### src/rtl/mips_ctrl_pkg.sv
// Shared MIPS decode-control definitions: opcode/funct constants, ALU codes,
// access-size (Trunk) encodings, the ID/EX control word and the halt FSM states.
package mips_ctrl_pkg;

    localparam logic [5:0] OP_RTYPE = 6'h00;
    localparam logic [5:0] OP_J     = 6'h02;
    localparam logic [5:0] OP_JAL   = 6'h03;
    localparam logic [5:0] OP_BEQ   = 6'h04;
    localparam logic [5:0] OP_BNE   = 6'h05;
    localparam logic [5:0] OP_ADDI  = 6'h08;
    localparam logic [5:0] OP_SLTI  = 6'h0A;
    localparam logic [5:0] OP_ANDI  = 6'h0C;
    localparam logic [5:0] OP_ORI   = 6'h0D;
    localparam logic [5:0] OP_XORI  = 6'h0E;
    localparam logic [5:0] OP_LUI   = 6'h0F;
    localparam logic [5:0] OP_LB    = 6'h20;
    localparam logic [5:0] OP_LH    = 6'h21;
    localparam logic [5:0] OP_LW    = 6'h23;
    localparam logic [5:0] OP_LBU   = 6'h24;
    localparam logic [5:0] OP_LHU   = 6'h25;
    localparam logic [5:0] OP_LWU   = 6'h27;
    localparam logic [5:0] OP_SB    = 6'h28;
    localparam logic [5:0] OP_SH    = 6'h29;
    localparam logic [5:0] OP_SW    = 6'h2B;
    localparam logic [5:0] OP_NOP   = 6'h3E;
    localparam logic [5:0] OP_HALT  = 6'h3F;

    localparam logic [5:0] FN_JR    = 6'h08;
    localparam logic [5:0] FN_JALR  = 6'h09;

    localparam logic [5:0] ALU_NONE = 6'h00;
    localparam logic [5:0] ALU_ADDU = 6'h21;
    localparam logic [5:0] ALU_AND  = 6'h24;
    localparam logic [5:0] ALU_OR   = 6'h25;
    localparam logic [5:0] ALU_XOR  = 6'h26;
    localparam logic [5:0] ALU_SLT  = 6'h2A;

    localparam logic [1:0] TRUNK_WORD = 2'b00;
    localparam logic [1:0] TRUNK_HALF = 2'b01;
    localparam logic [1:0] TRUNK_BYTE = 2'b10;

    typedef enum logic [1:0] {
        ST_RUN    = 2'd0,
        ST_DRAIN  = 2'd1,
        ST_HALTED = 2'd2
    } dc_state_e;

    typedef struct packed {
        logic       mem_to_reg;
        logic       reg_write;
        logic       mem_write;
        logic       mem_read;
        logic       branch_eq;
        logic       branch_ne;
        logic       alu_src;
        logic       signed_op;
        logic       shift;
        logic       jump;
        logic       link_r;
        logic [5:0] alu_ctl;
        logic [1:0] trunk;
    } ctrl_t;

endpackage

### src/rtl/dc_decode.sv
// Purely combinational opcode/funct decoder: produces the control word, the
// resolved destination register, whether rt is read as a source, and
// illegal/halt flags.
module dc_decode
    import mips_ctrl_pkg::*;
#(
    parameter int REG_ADDR_W = 5
) (
    input  logic [5:0]            op,
    input  logic [5:0]            funct,
    input  logic [REG_ADDR_W-1:0] rt,
    input  logic [REG_ADDR_W-1:0] rd,
    output ctrl_t                 ctrl,
    output logic [REG_ADDR_W-1:0] wreg,
    output logic                  uses_rt,
    output logic                  illegal,
    output logic                  is_halt
);

    // Decode op/funct into control bits; writes to register 0 are dropped at the end.
    always_comb begin
        ctrl    = '0;
        wreg    = '0;
        uses_rt = 1'b0;
        illegal = 1'b0;
        is_halt = 1'b0;
        case (op)
            OP_RTYPE: begin
                uses_rt      = 1'b1;
                ctrl.alu_ctl = funct;
                case (funct)
                    FN_JR: ctrl.jump = 1'b1;
                    FN_JALR: begin
                        ctrl.jump       = 1'b1;
                        ctrl.link_r     = 1'b1;
                        ctrl.shift      = 1'b1;
                        ctrl.mem_to_reg = 1'b1;
                        ctrl.reg_write  = 1'b1;
                        wreg            = rd;
                    end
                    default: begin
                        ctrl.reg_write = 1'b1;
                        wreg           = rd;
                    end
                endcase
            end
            OP_ADDI, OP_SLTI, OP_ANDI, OP_ORI, OP_XORI, OP_LUI: begin
                ctrl.alu_src   = 1'b1;
                ctrl.reg_write = 1'b1;
                wreg           = rt;
                case (op)
                    OP_ADDI: begin
                        ctrl.alu_ctl   = ALU_ADDU;
                        ctrl.signed_op = 1'b1;
                    end
                    OP_ANDI: ctrl.alu_ctl = ALU_AND;
                    OP_ORI:  ctrl.alu_ctl = ALU_OR;
                    OP_XORI: ctrl.alu_ctl = ALU_XOR;
                    OP_SLTI: ctrl.alu_ctl = ALU_SLT;
                    default: ctrl.shift   = 1'b1;
                endcase
            end
            OP_BEQ: begin
                ctrl.branch_eq = 1'b1;
                uses_rt        = 1'b1;
            end
            OP_BNE: begin
                ctrl.branch_ne = 1'b1;
                uses_rt        = 1'b1;
            end
            OP_J: ctrl.jump = 1'b1;
            OP_JAL: begin
                ctrl.jump       = 1'b1;
                ctrl.link_r     = 1'b1;
                ctrl.shift      = 1'b1;
                ctrl.mem_to_reg = 1'b1;
                ctrl.reg_write  = 1'b1;
                wreg            = '1;
            end
            OP_LB, OP_LH, OP_LW, OP_LBU, OP_LHU, OP_LWU: begin
                ctrl.mem_read   = 1'b1;
                ctrl.mem_to_reg = 1'b1;
                ctrl.reg_write  = 1'b1;
                ctrl.alu_src    = 1'b1;
                ctrl.alu_ctl    = ALU_ADDU;
                ctrl.signed_op  = (op == OP_LB) || (op == OP_LH) || (op == OP_LW);
                wreg            = rt;
                if ((op == OP_LB) || (op == OP_LBU))
                    ctrl.trunk = TRUNK_BYTE;
                else if ((op == OP_LH) || (op == OP_LHU))
                    ctrl.trunk = TRUNK_HALF;
                else
                    ctrl.trunk = TRUNK_WORD;
            end
            OP_SB, OP_SH, OP_SW: begin
                ctrl.mem_write = 1'b1;
                ctrl.alu_src   = 1'b1;
                ctrl.alu_ctl   = ALU_ADDU;
                ctrl.signed_op = 1'b1;
                uses_rt        = 1'b1;
                if (op == OP_SB)
                    ctrl.trunk = TRUNK_BYTE;
                else if (op == OP_SH)
                    ctrl.trunk = TRUNK_HALF;
                else
                    ctrl.trunk = TRUNK_WORD;
            end
            OP_NOP:  ;
            OP_HALT: is_halt = 1'b1;
            default: illegal = 1'b1;
        endcase
        if (wreg == '0)
            ctrl.reg_write = 1'b0;
    end

endmodule

### src/rtl/decode_ctrl_pipe.sv
// MIPS decode-stage control with registered ID/EX control word, load-use
// bubble insertion, flush squash and HALT drain/halt state machine.
// Optional perf counters are built only when DC_PERF_CNT_EN is defined.
module decode_ctrl_pipe
    import mips_ctrl_pkg::*;
#(
    parameter int REG_ADDR_W   = 5,
    parameter int ALUCTL_W     = 6,
    parameter int DRAIN_CYCLES = 3,
    parameter int CNT_W        = 32
) (
    input  logic                  I_CLK,
    input  logic                  I_RST,
    input  logic                  I_DC_VALID,
    input  logic [5:0]            I_DC_OP,
    input  logic [5:0]            I_DC_FUNCT,
    input  logic [REG_ADDR_W-1:0] I_DC_RS,
    input  logic [REG_ADDR_W-1:0] I_DC_RT,
    input  logic [REG_ADDR_W-1:0] I_DC_RD,
    input  logic                  I_DC_FLUSH,
    output logic                  O_DC_STALL,
    output logic                  O_DC_VALID,
    output logic                  O_DC_MemtoReg,
    output logic                  O_DC_RegWrite,
    output logic                  O_DC_MemWrite,
    output logic                  O_DC_MemRead,
    output logic                  O_DC_BranchEQ,
    output logic                  O_DC_BranchNE,
    output logic                  O_DC_ALUSrc,
    output logic                  O_DC_signed,
    output logic                  O_DC_shift,
    output logic                  O_DC_Jump,
    output logic                  O_DC_LinkR,
    output logic [ALUCTL_W-1:0]   O_DC_ALUControl,
    output logic [1:0]            O_DC_Trunk,
    output logic [REG_ADDR_W-1:0] O_DC_WREG,
    output logic                  O_DC_ILLEGAL,
    output logic                  O_DC_HALTED,
    output logic [CNT_W-1:0]      O_DC_INSTR_CNT,
    output logic [CNT_W-1:0]      O_DC_STALL_CNT
);

    localparam int DRAIN_W = (DRAIN_CYCLES > 1) ? $clog2(DRAIN_CYCLES) : 1;

    ctrl_t                 dec_ctrl;
    logic [REG_ADDR_W-1:0] dec_wreg;
    logic                  dec_uses_rt, dec_illegal, dec_is_halt;

    dc_state_e             state, state_nx;
    logic [DRAIN_W-1:0]    drain_cnt, drain_cnt_nx;
    ctrl_t                 ctrl_p1, ctrl_nx;
    logic [REG_ADDR_W-1:0] wreg_p1, wreg_nx;
    logic                  vld_p1, vld_nx, ill_p1, ill_nx;
    logic                  hazard, stall;

    dc_decode #(.REG_ADDR_W(REG_ADDR_W)) u_decode (
        .op      (I_DC_OP),
        .funct   (I_DC_FUNCT),
        .rt      (I_DC_RT),
        .rd      (I_DC_RD),
        .ctrl    (dec_ctrl),
        .wreg    (dec_wreg),
        .uses_rt (dec_uses_rt),
        .illegal (dec_illegal),
        .is_halt (dec_is_halt)
    );

    // Load-use hazard; HALT reads no registers so it never waits on a load.
    always_comb begin
        hazard = I_DC_VALID && vld_p1 && ctrl_p1.mem_read && (wreg_p1 != '0) &&
                 ((wreg_p1 == I_DC_RS) || ((wreg_p1 == I_DC_RT) && dec_uses_rt)) &&
                 !dec_is_halt;
    end

    // Next-state, next ID/EX word and stall: flush > halt FSM > load-use > normal load.
    always_comb begin
        state_nx     = state;
        drain_cnt_nx = drain_cnt;
        ctrl_nx      = '0;
        wreg_nx      = '0;
        vld_nx       = 1'b0;
        ill_nx       = 1'b0;
        stall        = 1'b0;
        case (state)
            ST_RUN: begin
                if (I_DC_FLUSH) begin
                    // squash: bubble already selected by defaults
                end else if (I_DC_VALID && dec_is_halt) begin
                    vld_nx       = 1'b1;
                    state_nx     = ST_DRAIN;
                    drain_cnt_nx = DRAIN_W'(DRAIN_CYCLES - 1);
                end else if (hazard) begin
                    stall = 1'b1;
                end else if (I_DC_VALID && dec_illegal) begin
                    ill_nx = 1'b1;
                end else if (I_DC_VALID) begin
                    ctrl_nx = dec_ctrl;
                    wreg_nx = dec_wreg;
                    vld_nx  = 1'b1;
                end
            end
            ST_DRAIN: begin
                stall = 1'b1;
                if (drain_cnt == '0)
                    state_nx = ST_HALTED;
                else
                    drain_cnt_nx = drain_cnt - DRAIN_W'(1);
            end
            ST_HALTED: stall = 1'b1;
            default:   state_nx = ST_RUN;
        endcase
    end

    // Halt FSM state and drain counter.
    always_ff @(posedge I_CLK or posedge I_RST) begin
        if (I_RST) begin
            state     <= ST_RUN;
            drain_cnt <= '0;
        end else begin
            state     <= state_nx;
            drain_cnt <= drain_cnt_nx;
        end
    end

    // ID/EX pipeline register.
    always_ff @(posedge I_CLK or posedge I_RST) begin
        if (I_RST) begin
            ctrl_p1 <= '0;
            wreg_p1 <= '0;
            vld_p1  <= 1'b0;
            ill_p1  <= 1'b0;
        end else begin
            ctrl_p1 <= ctrl_nx;
            wreg_p1 <= wreg_nx;
            vld_p1  <= vld_nx;
            ill_p1  <= ill_nx;
        end
    end

    assign O_DC_STALL      = stall;
    assign O_DC_VALID      = vld_p1;
    assign O_DC_MemtoReg   = ctrl_p1.mem_to_reg;
    assign O_DC_RegWrite   = ctrl_p1.reg_write;
    assign O_DC_MemWrite   = ctrl_p1.mem_write;
    assign O_DC_MemRead    = ctrl_p1.mem_read;
    assign O_DC_BranchEQ   = ctrl_p1.branch_eq;
    assign O_DC_BranchNE   = ctrl_p1.branch_ne;
    assign O_DC_ALUSrc     = ctrl_p1.alu_src;
    assign O_DC_signed     = ctrl_p1.signed_op;
    assign O_DC_shift      = ctrl_p1.shift;
    assign O_DC_Jump       = ctrl_p1.jump;
    assign O_DC_LinkR      = ctrl_p1.link_r;
    assign O_DC_ALUControl = ALUCTL_W'(ctrl_p1.alu_ctl);
    assign O_DC_Trunk      = ctrl_p1.trunk;
    assign O_DC_WREG       = wreg_p1;
    assign O_DC_ILLEGAL    = ill_p1;
    assign O_DC_HALTED     = (state == ST_HALTED);

`ifdef DC_PERF_CNT_EN
    logic [CNT_W-1:0] instr_cnt, stall_cnt;

    // Perf counters: issued instructions and stalled cycles, wrapping.
    always_ff @(posedge I_CLK or posedge I_RST) begin
        if (I_RST) begin
            instr_cnt <= '0;
            stall_cnt <= '0;
        end else begin
            if (vld_nx)
                instr_cnt <= instr_cnt + CNT_W'(1);
            if (stall)
                stall_cnt <= stall_cnt + CNT_W'(1);
        end
    end

    assign O_DC_INSTR_CNT = instr_cnt;
    assign O_DC_STALL_CNT = stall_cnt;
`else
    assign O_DC_INSTR_CNT = '0;
    assign O_DC_STALL_CNT = '0;
`endif

endmodule

### config.mk
export PLATFORM = sky130hd
export DESIGN_NAME = decode_ctrl_pipe
export DESIGN_NICKNAME = d
export VERILOG_FILES = /design/src/rtl/mips_ctrl_pkg.sv /design/src/rtl/dc_decode.sv /design/src/rtl/decode_ctrl_pipe.sv
export SDC_FILE = /design/constraint.sdc
export NUM_CORES = 1
export LEC_CHECK = 0
export ABC_AREA = 0
export CAP_MARGIN = 20
export CORE_AREA = 2 2 77 79
export CTS_BUF_LIST = sky130_fd_sc_hd__clkbuf_16
export CTS_CLUSTER_DIAMETER = 80
export CTS_CLUSTER_SIZE = 24
export DETAILED_ROUTE_END_ITERATION = 7
export DIE_AREA = 0 0 79 81
export GPL_TIMING_DRIVEN = 0
export PLACE_DENSITY = 0.86
export SLEW_MARGIN = 40
export SYNTH_ARGS = -nofsm -noshare
export SYNTH_HDL_FRONTEND = slang
export SYNTH_SLANG_ARGS = --single-unit
### constraint.sdc
create_clock -name I_CLK -period 4.81 [get_ports I_CLK]
set_input_delay 0.962 -clock I_CLK [delete_from_list [all_inputs] [get_ports I_CLK]]
set_output_delay 0.962 -clock I_CLK [all_outputs]
set_load 0.02 [all_outputs]
==> flow_summary.json <==
{
  "outcome": "finished clean",
  "whs_ns": 0.512,
  "antenna_left": 0,
  "die_y_um": 81,
  "synth_flop_cell": "dfrtp_1",
  "rsz0062_at_grt": "false",
  "grt_pass1_wl_um": 9170,
  "cpMostUsedCell": "clkdlybuf4s50_1",
  "fin_crit_sh": 0.944,
  "fin_tns_setup_ns": 0,
  "critPathArrivalTime_ns": 3.58,
  "tightest_slew_ns": 0.592,
  "multi_input_area_mm2": 0.00130,
  "regArea_um2": 751,
  "period_minus_slack_ns": 4.54,
  "cts_tree": "done",
  "postCtsHoldBufs": 0,
  "clk_path_buf_depth": 2,
  "skew_ns": 0.00436,
  "cpPeakStageDelay_ns": 0.62,
  "cts_max_level": 2,
  "maxSlewHeadroom": 0.605,
  "reg2regPathDepth": 7,
  "worstPathRequired_ns": 3.85,
  "synth_cells": 270,
  "async_reset_ff_frac": 1.00,
  "reg2reg_to": "O_DC_ALUControl[5]",
  "instances_no_fill": 473,
  "path_class": "input pin to output pin",
  "wl_per_cell_um": 12.2,
  "post_cts_resized": 0,
  "grt_start_max_net_pins": 31,
  "yosys_warnings": 0,
  "antenna_found_initial": 0,
  "layout-drive-gt1-share": 0.239,
  "yosysSeqAreaShare": 0.315,
  "grt_pass1_vias": 1982,
  "synth.distinct_cells": 53,
  "reg2reg_from": "state[0]",
  "synth.top_cell.area_share": 0.315,
  "fin_nets": 434,
  "rrSetupSlack_ns": 2.52,
  "drtPass1Iterations": 4,
  "finalSetupViolCount": 0,
  "maxCapViolations": 0,
  "numCtsBuffers": 5,
  "initial_utilization": 0.420,
  "die_x_um": 79,
  "drv_slew": 0,
  "finalHoldViolations": 0,
  "synth_edf_count": 0,
  "hold_depth": 1,
  "fin_total_pwr_mw": 0.707,
  "clock-sinks": 30,
  "postCtsSetupBuffers": 0,
  "leakage_nw": 1.64,
  "pin_count": 123,
  "insertion_delay_ns": 0.27,
  "die_area_mm2": 0.00640,
  "drt_iter0_markers": 102,
  "ys_seq_elements": 30,
  "cp_slowest_cell": "clkdlybuf4s50_1",
  "routed_wl_um": 5760,
  "root_buffer": "clkbuf_16",
  "max_clock_freq_mhz": 220,
  "num_vias": 2143,
  "grt.total_usage": 0.182,
  "ir_drop_mv": 0.125,
  "drt_drc_violations_left": 0,
  "routabilityCongestion": 0.920,
  "synthToLayoutAreaGrowth_pct": 43.8,
  "dp_hpwl_um": 4680,
  "std_cell_rows": 28,
  "synth_area_leaders": "dfrtp_1 (31%), buf_4 (20%), ha_1 (3.1%), nor2_1 (3.0%), xor2_1 (2.9%)",
  "path_clk_slew_ns": 0.05,
  "cp-start-kind": "input pin",
  "syn_area_per_cell_um2": 8.83,
  "io_buffers": 57,
  "fillCellCount": 518,
  "min_path_type": "flip-flop to flip-flop",
  "hp-start": "drain_cnt[0]",
  "power_density_mw_per_mm2": 206,
  "yosysTopAreaCell": "dfrtp_1",
  "holdPathEnd": "drain_cnt[0]",
  "crit_path_max_fanout": 7,
  "antenna_cells": 0,
  "grt_overflow": 0,
  "core_mm2": 0.00568,
  "syn_area_mm2": 0.00238,
  "end_kind": "output pin",
  "routed_via_density": 4.53,
  "dpl.cell_count": 465,
  "crit_chain": "clkdlybuf4s50_1 > nor2b_1 > nor3_1 > o211ai_1 > a2111o_1 > a21oi_1 > clkdlybuf4s50_1"
}
-- layout by cell type (no fill, tap or decap), types with 3 or more instances in the layout --
cell type,netlist,layout
clkdlybuf4s50_1,0,57
nor2b_1,5,5
ha_1,6,6
or3_1,3,3
a21oi_1,9,9
nor3_1,11,11
nand4_1,4,4
dfrtp_1,30,30
clkbuf_1,6,6
buf_4,65,65
a221oi_1,5,5
xor2_1,8,8
nand2_1,14,14
o21ai_0,7,7
nor3_2,6,6
nand2b_1,5,5
inv_1,11,11
conb_1,1,64
nor4_2,3,4
nor4_1,7,6
nor2_1,19,19
clkbuf_16,0,5
nand3_1,4,4
-- synthesized netlist by cell type (2+ instances only) --
master / number
xor2_1: 8
nor3_1: 11
a32oi_1: 2
o211ai_1: 2
or2_2: 2
a21oi_1: 9
a31oi_1: 2
nand2b_1: 5
dfrtp_1: 30
inv_1: 11
a221oi_1: 5
xnor2_1: 2
nand4_1: 4
nor2b_1: 5
nor2_1: 19
nand3_1: 4
nor3_2: 6
ha_1: 6
nor3b_1: 2
or3_1: 3
o21ai_0: 7
nand2_1: 14
a21oi_2: 2
clkbuf_1: 6
or4_1: 2
a22oi_1: 2
nor4_1: 7
nor4_2: 3
buf_4: 65
-- flip-flops by register name, indices dropped and copies added (netlist names), 2 cells and up --
| name | cells |
|---|---|
| O_DC_Trunk | 2 |
| state | 2 |
| drain_cnt | 2 |
| O_DC_WREG | 5 |
| O_DC_ALUControl | 6 |
-- area by class of cell --
type	instances	area share
Sequential cell	30	0.219
Buffer	74	0.155
Clock buffer	5	0.0365
Inverter	11	0.0120
Multi-Input combinational cell	218	0.380
Tap cell	75	0.0274
Timing Repair Buffer	57	0.166
Clock inverter	3	0.00365
-- stage by stage --
step / setup WS [ns] / instance area (um^2) / util
finish: 0.268 / 3430 / 0.604
CTS: 0.301 / 3430 / 0.604
floorplan: 1.45 / 2620 / -
global route: 0.0742 / 3430 / 0.604
detailed placement: 0.320 / 3290 / 0.580
global placement: 0.304 / 3280 / 0.579
-- critical path, delay by kind of cell --
family | cells | cell delay [ns]
buffers and inverters | 2 | 1.24
AOI/OAI and AO/OA | 3 | 0.80
and+or+nand+nor | 2 | 0.57
-- worst max-delay path by stage --
stage / from / endpoint / slack [ns] / cells past startpoint
final: I_DC_OP[0] / O_DC_STALL / 0.27 / 7
after global routing: I_DC_OP[0] / O_DC_STALL / 0.07 / 7
after CTS: I_DC_OP[0] / O_DC_STALL / 0.30 / 7
after detailed placement: I_DC_OP[0] / O_DC_STALL / 0.32 / 7
after global placement: I_DC_OP[0] / O_DC_STALL / 0.30 / 7
after floorplan: I_DC_OP[5] / O_DC_STALL / 1.45 / 6
-- cells by family (layout without fill, tap and decap cells) --
kind of cell	count (synthesis)	in the layout	synth area share
simple gates	94	94	0.233
flops	30	30	0.315
compound gates	43	43	0.138
buf+inv	85	150	0.240
fa+ha+maj	6	6	0.0315
mux	1	1	0.00472
other cells	1	64	0.00157
xor+xnor	10	10	0.0367
-- where the power goes --
part	total [mW]	leakage, nW	switching (mW)	internal [mW]
combinational	0.169	1.16	0.0967	0.0726
sequential	0.253	0.414	0	0.253
clock	0.284	0.0724	0.0988	0.186
-- routing by layer --
| layer | wire length (um) | track usage | up-vias | part of all wire |
|---|---|---|---|---|
| li1 | - | - | 1066 | - |
| met1 | 2340 | 0.218 | 944 | 0.41 |
| met2 | 2710 | 0.310 | 118 | 0.47 |
| met3 | 551 | 0.0444 | 15 | 0.096 |
| met4 | 157 | 0.0862 | 0 | 0.027 |
| met5 | 0 | 0 | - | 0 |
Note: power is estimated with default switching activity, not from simulation.
